### src/rtl/rpc2_ctrl_axi_wr_slot_scheduler_pkg.sv
// Shared constants for the AXI write slot scheduler: burst encoding and slot indices.
package rpc2_ctrl_axi_wr_slot_scheduler_pkg;

   localparam logic [1:0] AXI_BURST_FIXED = 2'b00;
   localparam logic       SLOT0           = 1'b0;
   localparam logic       SLOT1           = 1'b1;

endpackage

### src/rtl/rpc2_ctrl_slot_order_fifo.sv
// 1-bit wide order queue recording which write-data slot each accepted burst went to.
module rpc2_ctrl_slot_order_fifo #(
   parameter int DEPTH = 4
) (
   input  logic clk,
   input  logic reset_n,
   input  logic push_i,
   input  logic din_i,
   input  logic pop_i,
   output logic dout_o,
   output logic full_o,
   output logic empty_o
);

   localparam int AW    = $clog2(DEPTH);
   localparam int CNT_W = AW + 1;

   logic [DEPTH-1:0] mem_q, mem_d;
   logic [AW-1:0]    wr_ptr_q, wr_ptr_d;
   logic [AW-1:0]    rd_ptr_q, rd_ptr_d;
   logic [CNT_W-1:0] cnt_q, cnt_d;
   logic             do_push;
   logic             do_pop;

   assign full_o  = (cnt_q == CNT_W'(DEPTH));
   assign empty_o = (cnt_q == '0);
   assign dout_o  = mem_q[rd_ptr_q];

   // Guard internally so the queue can never overflow or underflow.
   assign do_push = push_i & ~full_o;
   assign do_pop  = pop_i & ~empty_o;

   always_comb begin
      mem_d    = mem_q;
      wr_ptr_d = wr_ptr_q;
      rd_ptr_d = rd_ptr_q;
      cnt_d    = cnt_q;
      if (do_push) begin
         mem_d[wr_ptr_q] = din_i;
         wr_ptr_d        = wr_ptr_q + AW'(1);
      end
      if (do_pop) begin
         rd_ptr_d = rd_ptr_q + AW'(1);
      end
      unique case ({do_push, do_pop})
         2'b10:   cnt_d = cnt_q + CNT_W'(1);
         2'b01:   cnt_d = cnt_q - CNT_W'(1);
         default: cnt_d = cnt_q;
      endcase
   end

   always_ff @(posedge clk or negedge reset_n) begin
      if (!reset_n) begin
         mem_q    <= '0;
         wr_ptr_q <= '0;
         rd_ptr_q <= '0;
         cnt_q    <= '0;
      end else begin
         mem_q    <= mem_d;
         wr_ptr_q <= wr_ptr_d;
         rd_ptr_q <= rd_ptr_d;
         cnt_q    <= cnt_d;
      end
   end

endmodule

### src/rtl/rpc2_ctrl_axi_wr_slot_scheduler.sv
// Allocates accepted AW bursts to write-data slot 0/1, issues per-slot commands,
// tracks busy until done and records allocation order for the IP side.
module rpc2_ctrl_axi_wr_slot_scheduler
   import rpc2_ctrl_axi_wr_slot_scheduler_pkg::*;
#(
   parameter int C_AXI_ID_WIDTH          = 4,
   parameter int C_AXI_DATA_WIDTH        = 32,
   parameter int C_AXI_DATA_INTERLEAVING = 1,
   parameter int ORD_DEPTH               = 4,
   localparam int STRB_W                 = C_AXI_DATA_WIDTH / 8
) (
   input  logic                      clk,
   input  logic                      reset_n,
   input  logic                      aw_valid,
   output logic                      aw_ready,
   input  logic [C_AXI_ID_WIDTH-1:0] aw_id,
   input  logic [1:0]                aw_size,
   input  logic [1:0]                aw_burst,
   input  logic [STRB_W-1:0]         aw_strb,
   output logic                      wready0_req,
   output logic [1:0]                wready0_size,
   output logic                      wready0_fixed,
   output logic [STRB_W-1:0]         wready0_strb,
   output logic [C_AXI_ID_WIDTH-1:0] wready0_id,
   input  logic                      wready0_done,
   output logic                      wready1_req,
   output logic [1:0]                wready1_size,
   output logic                      wready1_fixed,
   output logic [STRB_W-1:0]         wready1_strb,
   output logic [C_AXI_ID_WIDTH-1:0] wready1_id,
   input  logic                      wready1_done,
   output logic                      ord_valid,
   output logic                      ord_slot,
   input  logic                      ord_pop,
   output logic [1:0]                slot_busy,
   output logic                      proto_err
);

   logic [1:0]                     busy_q, busy_d;
   logic                           last_q, last_d;
   logic [1:0]                     req_q, req_d;
   logic                           err_q, err_d;
   logic [1:0][1:0]                size_q, size_d;
   logic [1:0]                     fixed_q, fixed_d;
   logic [1:0][STRB_W-1:0]         strb_q, strb_d;
   logic [1:0][C_AXI_ID_WIDTH-1:0] id_q, id_d;

   logic       fifo_full;
   logic       fifo_empty;
   logic       fifo_head;
   logic       free_any;
   logic       mode_ok;
   logic       sel;
   logic       aw_hs;
   logic [1:0] done_w;

   assign done_w = {wready1_done, wready0_done};

   always_comb begin
      free_any = ~(busy_q[0] & busy_q[1]);
      if (C_AXI_DATA_INTERLEAVING == 0) begin
         mode_ok = (busy_q == 2'b00);
      end else begin
         // A burst may not share an ID with a burst still open in the other slot.
         mode_ok = ~(busy_q[0] & (aw_id == id_q[0])) & ~(busy_q[1] & (aw_id == id_q[1]));
      end
      sel      = (busy_q == 2'b00) ? ~last_q : (busy_q[0] ? SLOT1 : SLOT0);
      aw_ready = reset_n & free_any & ~fifo_full & mode_ok;
      aw_hs    = aw_valid & aw_ready;
   end

   always_comb begin
      busy_d  = busy_q;
      last_d  = last_q;
      req_d   = 2'b00;
      err_d   = err_q;
      size_d  = size_q;
      fixed_d = fixed_q;
      strb_d  = strb_q;
      id_d    = id_q;
      for (int s = 0; s < 2; s++) begin
         if (done_w[s]) begin
            if (busy_q[s]) busy_d[s] = 1'b0;
            else           err_d     = 1'b1;
         end
      end
      if (ord_pop && fifo_empty) err_d = 1'b1;
      if (aw_hs) begin
         busy_d[sel]  = 1'b1;
         req_d[sel]   = 1'b1;
         last_d       = sel;
         size_d[sel]  = aw_size;
         fixed_d[sel] = (aw_burst == AXI_BURST_FIXED);
         strb_d[sel]  = aw_strb;
         id_d[sel]    = aw_id;
      end
   end

   always_ff @(posedge clk or negedge reset_n) begin
      if (!reset_n) begin
         busy_q  <= 2'b00;
         last_q  <= SLOT1;
         req_q   <= 2'b00;
         err_q   <= 1'b0;
         size_q  <= '0;
         fixed_q <= '0;
         strb_q  <= '0;
         id_q    <= '0;
      end else begin
         busy_q  <= busy_d;
         last_q  <= last_d;
         req_q   <= req_d;
         err_q   <= err_d;
         size_q  <= size_d;
         fixed_q <= fixed_d;
         strb_q  <= strb_d;
         id_q    <= id_d;
      end
   end

   rpc2_ctrl_slot_order_fifo #(
      .DEPTH (ORD_DEPTH)
   ) u_order_fifo (
      .clk     (clk),
      .reset_n (reset_n),
      .push_i  (aw_hs),
      .din_i   (sel),
      .pop_i   (ord_pop),
      .dout_o  (fifo_head),
      .full_o  (fifo_full),
      .empty_o (fifo_empty)
   );

   assign wready0_req   = req_q[0];
   assign wready0_size  = size_q[0];
   assign wready0_fixed = fixed_q[0];
   assign wready0_strb  = strb_q[0];
   assign wready0_id    = id_q[0];
   assign wready1_req   = req_q[1];
   assign wready1_size  = size_q[1];
   assign wready1_fixed = fixed_q[1];
   assign wready1_strb  = strb_q[1];
   assign wready1_id    = id_q[1];
   assign ord_valid     = ~fifo_empty;
   assign ord_slot      = fifo_head & ~fifo_empty;
   assign slot_busy     = busy_q;
   assign proto_err     = err_q;

endmodule

### config.mk
export PLATFORM = sky130hd
export DESIGN_NAME = rpc2_ctrl_axi_wr_slot_scheduler
export DESIGN_NICKNAME = d
export VERILOG_FILES = /design/src/rtl/rpc2_ctrl_axi_wr_slot_scheduler_pkg.sv /design/src/rtl/rpc2_ctrl_slot_order_fifo.sv /design/src/rtl/rpc2_ctrl_axi_wr_slot_scheduler.sv
export SDC_FILE = /design/constraint.sdc
export NUM_CORES = 1
export LEC_CHECK = 0
export CORE_UTILIZATION = 44
export DETAILED_ROUTE_END_ITERATION = 7
export PLACE_DENSITY = 0.74
export SLEW_MARGIN = 20
export SYNTH_ARGS = -nofsm -noshare
export SYNTH_HDL_FRONTEND = slang
export SYNTH_SLANG_ARGS = --single-unit
### constraint.sdc
create_clock -name clk -period 2.3 [get_ports clk]
set_input_delay 0.46 -clock clk [delete_from_list [all_inputs] [get_ports clk]]
set_output_delay 0.46 -clock clk [all_outputs]
set_load 0.02 [all_outputs]
==> results of run 1 <==
==> state kept, by name, summed over array words and instances (netlist names) <==
signal	flops
u_order_fifo.cnt_q	3
wready0_strb	4
wready0_size	2
wready1_size	2
wready1_strb	4
wready1_id	4
slot_busy	2
proto_err	1
req_q	2
last_q	1
u_order_fifo.mem_q	4
u_order_fifo.rd_ptr_q	2
u_order_fifo.wr_ptr_q	2
wready0_id	4
fixed_q	2
==> power breakdown <==
group,switching (mW),internal [mW]
logic,0.873,1.06
registers,0.272,1.03
clock network,0.240,0.433
total,1.38,2.52
==> per-layer routing <==
| layer | vias to the layer above | GRT usage, % | part of all wire, % |
|---|---|---|---|
| li1 | 577 | - | - |
| met1 | 612 | 24.5 | 43 |
| met2 | 27 | 32.4 | 53 |
| met3 | 2 | 4.22 | 3.1 |
| met4 | 0 | 5.32 | 0.43 |
| met5 | - | 0 | 0 |
==> how the worst min path moves through the flow <==
| stage | startpoint | end | slack, ns |
|---|---|---|---|
| final | reset_n | wready0_strb[1]$_DFFE_PN0P_ | 0.23 |
| after global routing | reset_n | req_q[0]$_DFF_PN0_ | 0.27 |
| after CTS | reset_n | proto_err$_DFF_PN0_ | 0.25 |
| after detailed placement | u_order_fifo.rd_ptr_q[1]$_DFFE_PN0P_ | u_order_fifo.rd_ptr_q[1]$_DFFE_PN0P_ | 0.48 |
| after global placement | proto_err$_DFF_PN0_ | proto_err$_DFF_PN0_ | 0.45 |
| after floorplan | reset_n | fixed_q[0]$_DFFE_PN0P_ | 0.16 |
==> logic make-up after synthesis <==
group           after synthesis  share of synthesized area [%]
buf+inv                      13                           3.40
mux                          29                           20.9
compound gates                7                           3.33
flops                        39                           52.1
fa+ha+maj                     6                           4.40
simple gates                 21                           9.33
xor+xnor                     14                           6.53
==> what timing repair did <==
item,4_1_cts,5_1_grt
gates resized for setup,13,6
setup endpoints to repair,4,3
pin swaps,3,4
buffers inserted,1,2
==> worst register-to-register path, stage by stage, from the launching register on <==
cell	delay (ns)
sky130_fd_sc_hd__dfrtp_1	0.47
sky130_fd_sc_hd__a221oi_2	0.40
sky130_fd_sc_hd__nand2_1	0.14
sky130_fd_sc_hd__nor3_2	0.23
sky130_fd_sc_hd__inv_1	0.07
sky130_fd_sc_hd__ha_2	0.17
sky130_fd_sc_hd__inv_1	0.08
sky130_fd_sc_hd__fa_2	0.20
sky130_fd_sc_hd__xor2_1	0.15
sky130_fd_sc_hd__nor2_1	0.07
sky130_fd_sc_hd__xor2_1	0.16
==> cell type report <==
class                           instances  share of cell area, %
Clock inverter                          3                   2.52
Timing Repair Buffer                   62                   22.0
Sequential cell                        39                   36.5
Multi-Input combinational cell         77                   32.6
Inverter                               11                   1.54
Clock buffer                            5                   2.57
Tap cell                               50                   2.33
==> cells in the final DEF (no fill, tap or decap), types with 3 or more instances in the layout <==
master and n:
sky130_fd_sc_hd__xor2_1 7, sky130_fd_sc_hd__clkbuf_8 5, sky130_fd_sc_hd__inv_1 11, sky130_fd_sc_hd__mux2_1 3, sky130_fd_sc_hd__xnor2_1 3, sky130_fd_sc_hd__nand2_1 3, sky130_fd_sc_hd__nor2_1 3, sky130_fd_sc_hd__dlygate4sd2_1 3
sky130_fd_sc_hd__nor4b_1 4, sky130_fd_sc_hd__ha_1 4, sky130_fd_sc_hd__mux2_2 9, sky130_fd_sc_hd__clkdlybuf4s50_1 40, sky130_fd_sc_hd__mux2_4 15, sky130_fd_sc_hd__buf_4 13, sky130_fd_sc_hd__nor4_4 3, sky130_fd_sc_hd__dfrtp_1 37
==> metrics list, run 1 <==
- Using the TritonRoute via totals, the vias-per-cell ratio works out to 4.93.
* CTS tree: done
- For this block, the initial DRC count from the detailed router was 59.
- Total design power: 3.90 mW
- Final clock period utilization by the worst path: 98.1%
- Post-layout worst setup margin: 0.0440 ns
- Worst IR Drop VDD: 725 uV
* Footprint of the multi-input gates: 873 sq um
- For the worst-skew pair, the clock arrives at the later sink with an insertion delay of about 0.29 ns.
- Buffer and inverter count on the worst path: 3
* Final total negative setup slack: 0 ns
- After synthesis, flip-flops and latches occupy 52.1% of the total area.
* Overflow left after global routing: 0
- Placed cell area: 2520 sq um
- Async SR Flop Fraction: between 90% and 100%
* Number of I/O port buffers: 47
- The run finished with clean final reports.
* Number of CTS-inserted buffers: 5
- RSZ-0062 raised after global routing: true
- Worst-path maximum fanout: 4
* Global router's overall resource usage: 19.2%
* Signed area change from the synthesized netlist to the final layout: 42.9%
- For this design, the sink count on the clock tree is 39.
- Starting density of the core: 46.3%
- The final max-slew violation count is 0.
- In this run the worst setup path terminates at u_order_fifo.cnt_q[2]$_DFFE_PN0P_.
* Clock H-tree levels: 2
- Pin count of the biggest net entering global routing: 40
- Synthesis Warnings: 0
- HP Class: in2async
- Ordered list of cells on the worst path: dlygate4sd2_1 -> xor2_1 -> nor4_4 -> nor3_2 -> inv_1 -> ha_2 -> inv_1 -> fa_2 -> xor2_1 -> nor2_1 -> xor2_1
- Including well taps, the total number of placed cells is about 240.
- Main synth FF type: sky130_fd_sc_hd__dfrtp_1
* Count of hold-fix buffers inserted at cts: 0
* Arrival time at the worst endpoint: 2.47 ns
- In this run the power density over the cells is 1460 nW/um^2.
- Number of filler instances in the final layout: approximately 300
- The first global-routing pass estimated about 6.2 mm of wire.
- After clock tree synthesis, the clock-pin slew on the worst setup and hold paths is around 0.080 ns.
- In this run the biggest area consumer among cell types represents 50.7% of the synthesized area.
* Worst flop-to-flop path endpoint: u_order_fifo.cnt_q[2]$_DFFE_PN0P_
- Crit path max-delay cell type: sky130_fd_sc_hd__nor4_4
- Cell with the most instances after synthesis: sky130_fd_sc_hd__dfrtp_1
- Library cell appearing most often on the critical path: sky130_fd_sc_hd__xor2_1
- The most critical setup path has its startpoint at aw_id[1].
- Summing all flip-flop and latch instances after layout gives 978 sq um.
* Die Span X: 67.3 microns
- For this run, the top clock speed supported by timing is 0.443 GHz.
- For this run, the detailed router's first-pass iteration total came to 4.
- Measured on the finished design, the core utilization comes to 66.1%.
- Max-cap violation count: 0
- Dividing the detail-routed wire length by the instance count gives 16.1 microns.
- Post-Syn Area: ~1900 sq um
- Counting flops with a built-in enable in the synthesized netlist gives 0.
- Setup slack on the worst reg-to-reg path comes out at 0.05 ns.
* Area inside the core boundary: 4060 sq um
- The count of nets left with antenna violations once routing finished came out at 0.
- Root buf cell: sky130_fd_sc_hd__clkbuf_8
- At the worst endpoint, the required time is 2.51 ns.
* Setup-failing EPs final: 0
- Commonest cells in the netlist: sky130_fd_sc_hd__dfrtp_1, sky130_fd_sc_hd__mux2_4, sky130_fd_sc_hd__inv_1, sky130_fd_sc_hd__mux2_2, sky130_fd_sc_hd__xor2_1
- #FFs+latches synth: 39
- Family with the most delay on the worst path: simple AND/OR/NAND/NOR gates
- The synthesized design spends more area on one cell type than any other, namely sky130_fd_sc_hd__dfrtp_1.
- I/O pin count: 48
- Final-stage net count: 220
* Setup skew after layout: approximately 0.013 ns
- The count of cells in the finished layout, fillers not included, comes to roughly 250.
- Leakage power summed over all cells: 1.20 nW
* Worst Setup Start Kind: primary input
- Antenna violations before repair: 0
- Mean instance size in the synthesized netlist: 14.5 sq um
- Std cell rows: 23
- On the final layout, the worst hold slack is 0.230 ns.
* Reg2reg start: slot_busy[0]$_DFF_PN0_
- Cells with a size suffix above 1 make up between 30% and 40% of the layout.
* Clock buffer depth: 2
- Final number of hold-violating endpoints: 0
- DRC errors left: 0
- Worst-case headroom to the max-slew limit: 68.0%
- Gp weighted congestion: between 0.7 and 0.8
- Floorplan die area: 4530 sq um
* Setup Slack @ Placement: -0.551 ns
- Category of the critical setup timing path: in2reg
* N_diodes: 0
- DIE HEIGHT: 67.3 microns
- Largest stage delay on the critical path: 0.36 ns
- WL final: around 4.0 mm
* Vias post-DR: 1218
- The HPWL after detailed placement is 2.86 mm.
- Number of global-route vias before repair: 1282
* Critical Path End Type: register
- Pin slew with the least headroom to its limit: around 0.48 ns
- Summing all non-filler instances in the final layout gives an area of 2680 sq um.
- Time the final worst path needs with I/O delays and setup: around 2.3 ns
- Top cells by area, synth: sky130_fd_sc_hd__dfrtp_1, sky130_fd_sc_hd__mux2_4, sky130_fd_sc_hd__mux2_2
- Path depth of the worst reg2reg path: 10
* CP Depth: 11
- Synthesis produced a netlist whose cell count is roughly 130.
* Number of nets produced by synthesis: 153
- Yosys mapped the design onto 28 distinct sky130hd cell types.
No activity file was read; power rests on OpenSTA's default activity.
==> inputs of run 2 (changes only) <==
--- a/config.mk
+++ b/config.mk
@@ -5,9 +5,10 @@
 export SDC_FILE = /design/constraint.sdc
 export NUM_CORES = 1
 export LEC_CHECK = 0
-export CORE_UTILIZATION = 44
+export ABC_AREA = 1
+export CORE_UTILIZATION = 45
 export DETAILED_ROUTE_END_ITERATION = 7
-export PLACE_DENSITY = 0.74
+export PLACE_DENSITY = 0.72
 export SLEW_MARGIN = 20
 export SYNTH_ARGS = -nofsm -noshare
 export SYNTH_HDL_FRONTEND = slang
==> constraint.sdc (replaced) <==
create_clock -name clk -period 2.25 [get_ports clk]
set_input_delay 0.45 -clock clk [delete_from_list [all_inputs] [get_ports clk]]
set_output_delay 0.45 -clock clk [all_outputs]
set_load 0.02 [all_outputs]
==> run 2 against run 1 <==
Compared with the run above:
- area after synthesis is 2.3% higher
- sequential share of layout area increased by 0.24 points
- synthesized cell count grew 75%
- global-route usage up 3.1 points
- clock power down 30%
- via count grew 41%
- largest cell class unchanged
==> metrics list, run 2 <==
- The final max-slew violation count was 0.
* Flop2flop setup slack: 0.14 ns
- The tree is rooted in a sky130_fd_sc_hd__clkbuf_8.
- For this run, the leading register cell type out of synthesis is sky130_fd_sc_hd__dfrtp_1.
- Power Dens Cells: 1370 nW/um^2
- Antenna violations before repair: 0
- Global routing finished with a remaining overflow of 0.
- Final Core Density: 65.6%
- Gp weighted congestion: 0.866
- Of all nets on the critical path, the largest fanout is 4.
- DPL Wire Length: approximately 3.1 mm
* Clk sink count: 39
- Std cell rows: 23
- TritonCTS built the clock tree.
* Max-cap violation count: 0
- From bottom edge to top edge, the die measures 67.3 microns.
- In the final routed layout, each cell accounts on average for 13.1 microns.
- The first detailed-routing pass took 4 iterations.
- Arrival time at the worst endpoint: 2.30 ns
- Worst IR Drop VDD: 580 uV
- Clock-pin slew of the registers on the worst-case setup and hold paths: about 0.080 ns
- Compared with the post-synthesis result, the final layout area differs by 38.7%.
- The Yosys step of the flow raised 0 warnings.
- Prior to clock tree synthesis, the placed netlist has a worst setup slack of -0.432 ns.
- Pin count of the biggest net entering global routing: 40
- Largest stage delay on the critical path: 0.37 ns
* Number of I/O port buffers: 47
- In the post-route analysis, the smallest setup slack over all paths is 0.134 ns.
* Number of distinct library cells after synthesis: 28
- In the synthesized netlist the async set-or-reset flop fraction comes to 100%.
- Vias post-DR: 1714
- Library cell appearing most often on the critical path: sky130_fd_sc_hd__nor2_1
- Critical Path End Type: register
- #FFs+latches synth: 39
* RSZ-0062 raised after global routing: false
- Global-route wire length before repair: 7.35 mm
- Setup-failing EPs final: 0
* DRC errors left: 0
* Post-DR vias/cell: about 5.0
- The worst setup path is of the in2reg kind.
* I/O pin count: 48
- Area inside the core boundary: 4060 sq um
- Fraction of post-synthesis cell area in the top cell type by area: around half
- Final-stage net count: 314
- Global router's overall resource usage: between 20% and 30%
- Synthesis produced a netlist whose cell count is 226.
- Die Span X: 67.3 microns
- The worst hold path belongs to the class in2async.
* Result of the run: finished, final reports clean
- Summed over all cells, the static leakage comes to 1.34 nW.
- The worst pin sits at a relative slew slack of 67.3%.
- In the post-synthesis netlist, the cell with the most instances is sky130_fd_sc_hd__nand2_1.
- The library cells used most frequently in the layout, excluding fill and tap cells, are sky130_fd_sc_hd__nand2_1, sky130_fd_sc_hd__clkdlybuf4s50_1, sky130_fd_sc_hd__dfrtp_1.
* Part of the Yosys area used for sequential elements: 50.9%
- Max frequency: ~0.47 GHz
* Number of nets produced by synthesis: between 200 and 300
- Counting the buffers created by CTS gives 5.
* Buffer and inverter count on the worst path: 3
- Grouping stages by cell kind, the critical path spends the most delay in simple AND/OR/NAND/NOR gates.
- Time the final worst path needs with I/O delays and setup: 2.12 ns
- Path depth of the worst reg2reg path: 11
- The final-report hold violation count is 0.
- Worst Setup Start Kind: primary input
* Drt first-iter violations: a little under 90
* Placed cell area: 2550 sq um
* Clock H-tree levels: 2
- Share of final-layout standard cells stronger than drive strength 1: 15.1%
- The largest total area in the synthesized netlist belongs to sky130_fd_sc_hd__dfrtp_1.
- Of the available clock period, the critical path in the final layout requires 94.1%.
- Post-Syn Area: 1920 sq um
* Clock insertion delay at the later pin of the skew report: 0.30 ns
* Crit path max-delay cell type: sky130_fd_sc_hd__fa_1
- Area occupied by registers: approximately 980 sq um
* CP Depth: 14
- Number of enable-type register cells in the synthesized netlist: 0
- Pin slew with the least headroom to its limit: 0.490 ns
- Clock buffer depth: 2
* Floorplan die area: 4530 sq um
* Starting density of the core: a little under half
* Ordered list of cells on the worst path: dlygate4sd2_1 -> inv_2 -> nor2_1 -> nor2_1 -> nand3b_1 -> nor2_4 -> nor2_8 -> nand2_1 -> ha_1 -> inv_1 -> fa_1 -> a21oi_1 -> o21ai_1 -> xnor2_1
* Commonest cells in the netlist: sky130_fd_sc_hd__nand2_1, sky130_fd_sc_hd__dfrtp_1, sky130_fd_sc_hd__nand4_1, sky130_fd_sc_hd__inv_1, sky130_fd_sc_hd__nor2_1
- Number of filler instances in the final layout: between 300 and 400
- Footprint of the multi-input gates: 817 sq um
- Number of antenna-violating nets in the routed design: 0
- Data on the critical path is required at its endpoint by 2.43 ns.
- Final Instance Area: roughly 2700 sq um
* Number of global-route vias before repair: between 1.5k and 2k
- Mean instance size in the synthesized netlist: 8.49 sq um
- Most frequent standard cell in the layout excluding fill and tap cells: sky130_fd_sc_hd__nand2_1
- By area the synthesized netlist is led by sky130_fd_sc_hd__dfrtp_1, sky130_fd_sc_hd__nand2_1, sky130_fd_sc_hd__nand4_1.
- Summed over all layers, the routed wires come to roughly 4.5 mm.
- N_diodes: 0
* Setup skew after layout: 0.0127 ns
## run 2: report_power, final
group | leakage [nW] | switching, mW | total (mW) | internal, mW
Combinational | 0.811 | 1.07 | 1.91 | 0.848
Sequential | 0.484 | 0.249 | 1.27 | 1.02
Clock | 0.0402 | 0.258 | 0.474 | 0.216
## run 2: cell families (layout without fill, tap and decap cells)
group | Yosys count | after routing | share of synthesized area, %
buffers and inverters | 33 | 98 | 7.04
XOR/XNOR | 5 | 5 | 2.28
AND/OR/NAND/NOR | 129 | 129 | 31.2
AO/OA/AOI/OAI | 14 | 14 | 4.30
flip-flops | 39 | 39 | 50.9
adder cells (fa/ha/maj) | 6 | 6 | 4.30
## run 2: area by class of cell
type | count | area share (%)
inverters | 22 | 3.10
repair buffers | 68 | 23.8
clock inverters | 3 | 0.752
multi-input cells | 154 | 30.7
clock buffers | 5 | 2.59
well taps | 50 | 2.35
flip-flops and latches | 39 | 36.7
## run 2: timing repair
action                     in CTS  in global routing
hold buffers                    0                  0
setup buffers                   0                  2
resized for setup               7                  3
setup endpoints to repair       2                  3
hold endpoints to repair        0                  0
pin swaps                       2                  0
## run 2: path summary, 6_finish.rpt
path,endpoint,from
max,u_order_fifo.cnt_q[2]$_DFFE_PN0P_,aw_id[0]
min,u_order_fifo.mem_q[0]$_DFFE_PN0P_,reset_n
max reg2reg,u_order_fifo.cnt_q[2]$_DFFE_PN0P_,wready0_id[2]$_DFFE_PN0P_
min reg2reg,wready1_size[0]$_DFFE_PN0P_,wready1_size[0]$_DFFE_PN0P_
max in group asynchronous,last_q$_DFFE_PN1N_,reset_n
min in group clk,wready1_size[0]$_DFFE_PN0P_,wready1_size[0]$_DFFE_PN0P_
## run 2: layer usage
metal | track usage [%] | wire [microns]
met1 | 28.4 | 2130
met2 | 35.8 | 2100
met3 | 5.07 | 177
met4 | 9.84 | 68
met5 | 0 | 0
## run 2: metrics by stage
step                cells  power [mW]  hold WS, ns  setup TNS [ns]
floorplan             226        2.32        0.154               0
global placement      331        3.13        0.455          -0.937
detailed placement    331        3.17        0.458           -1.01
CTS                   339        3.65        0.249               0
global route          341        3.94        0.278               0
finish                341        3.65        0.229               0
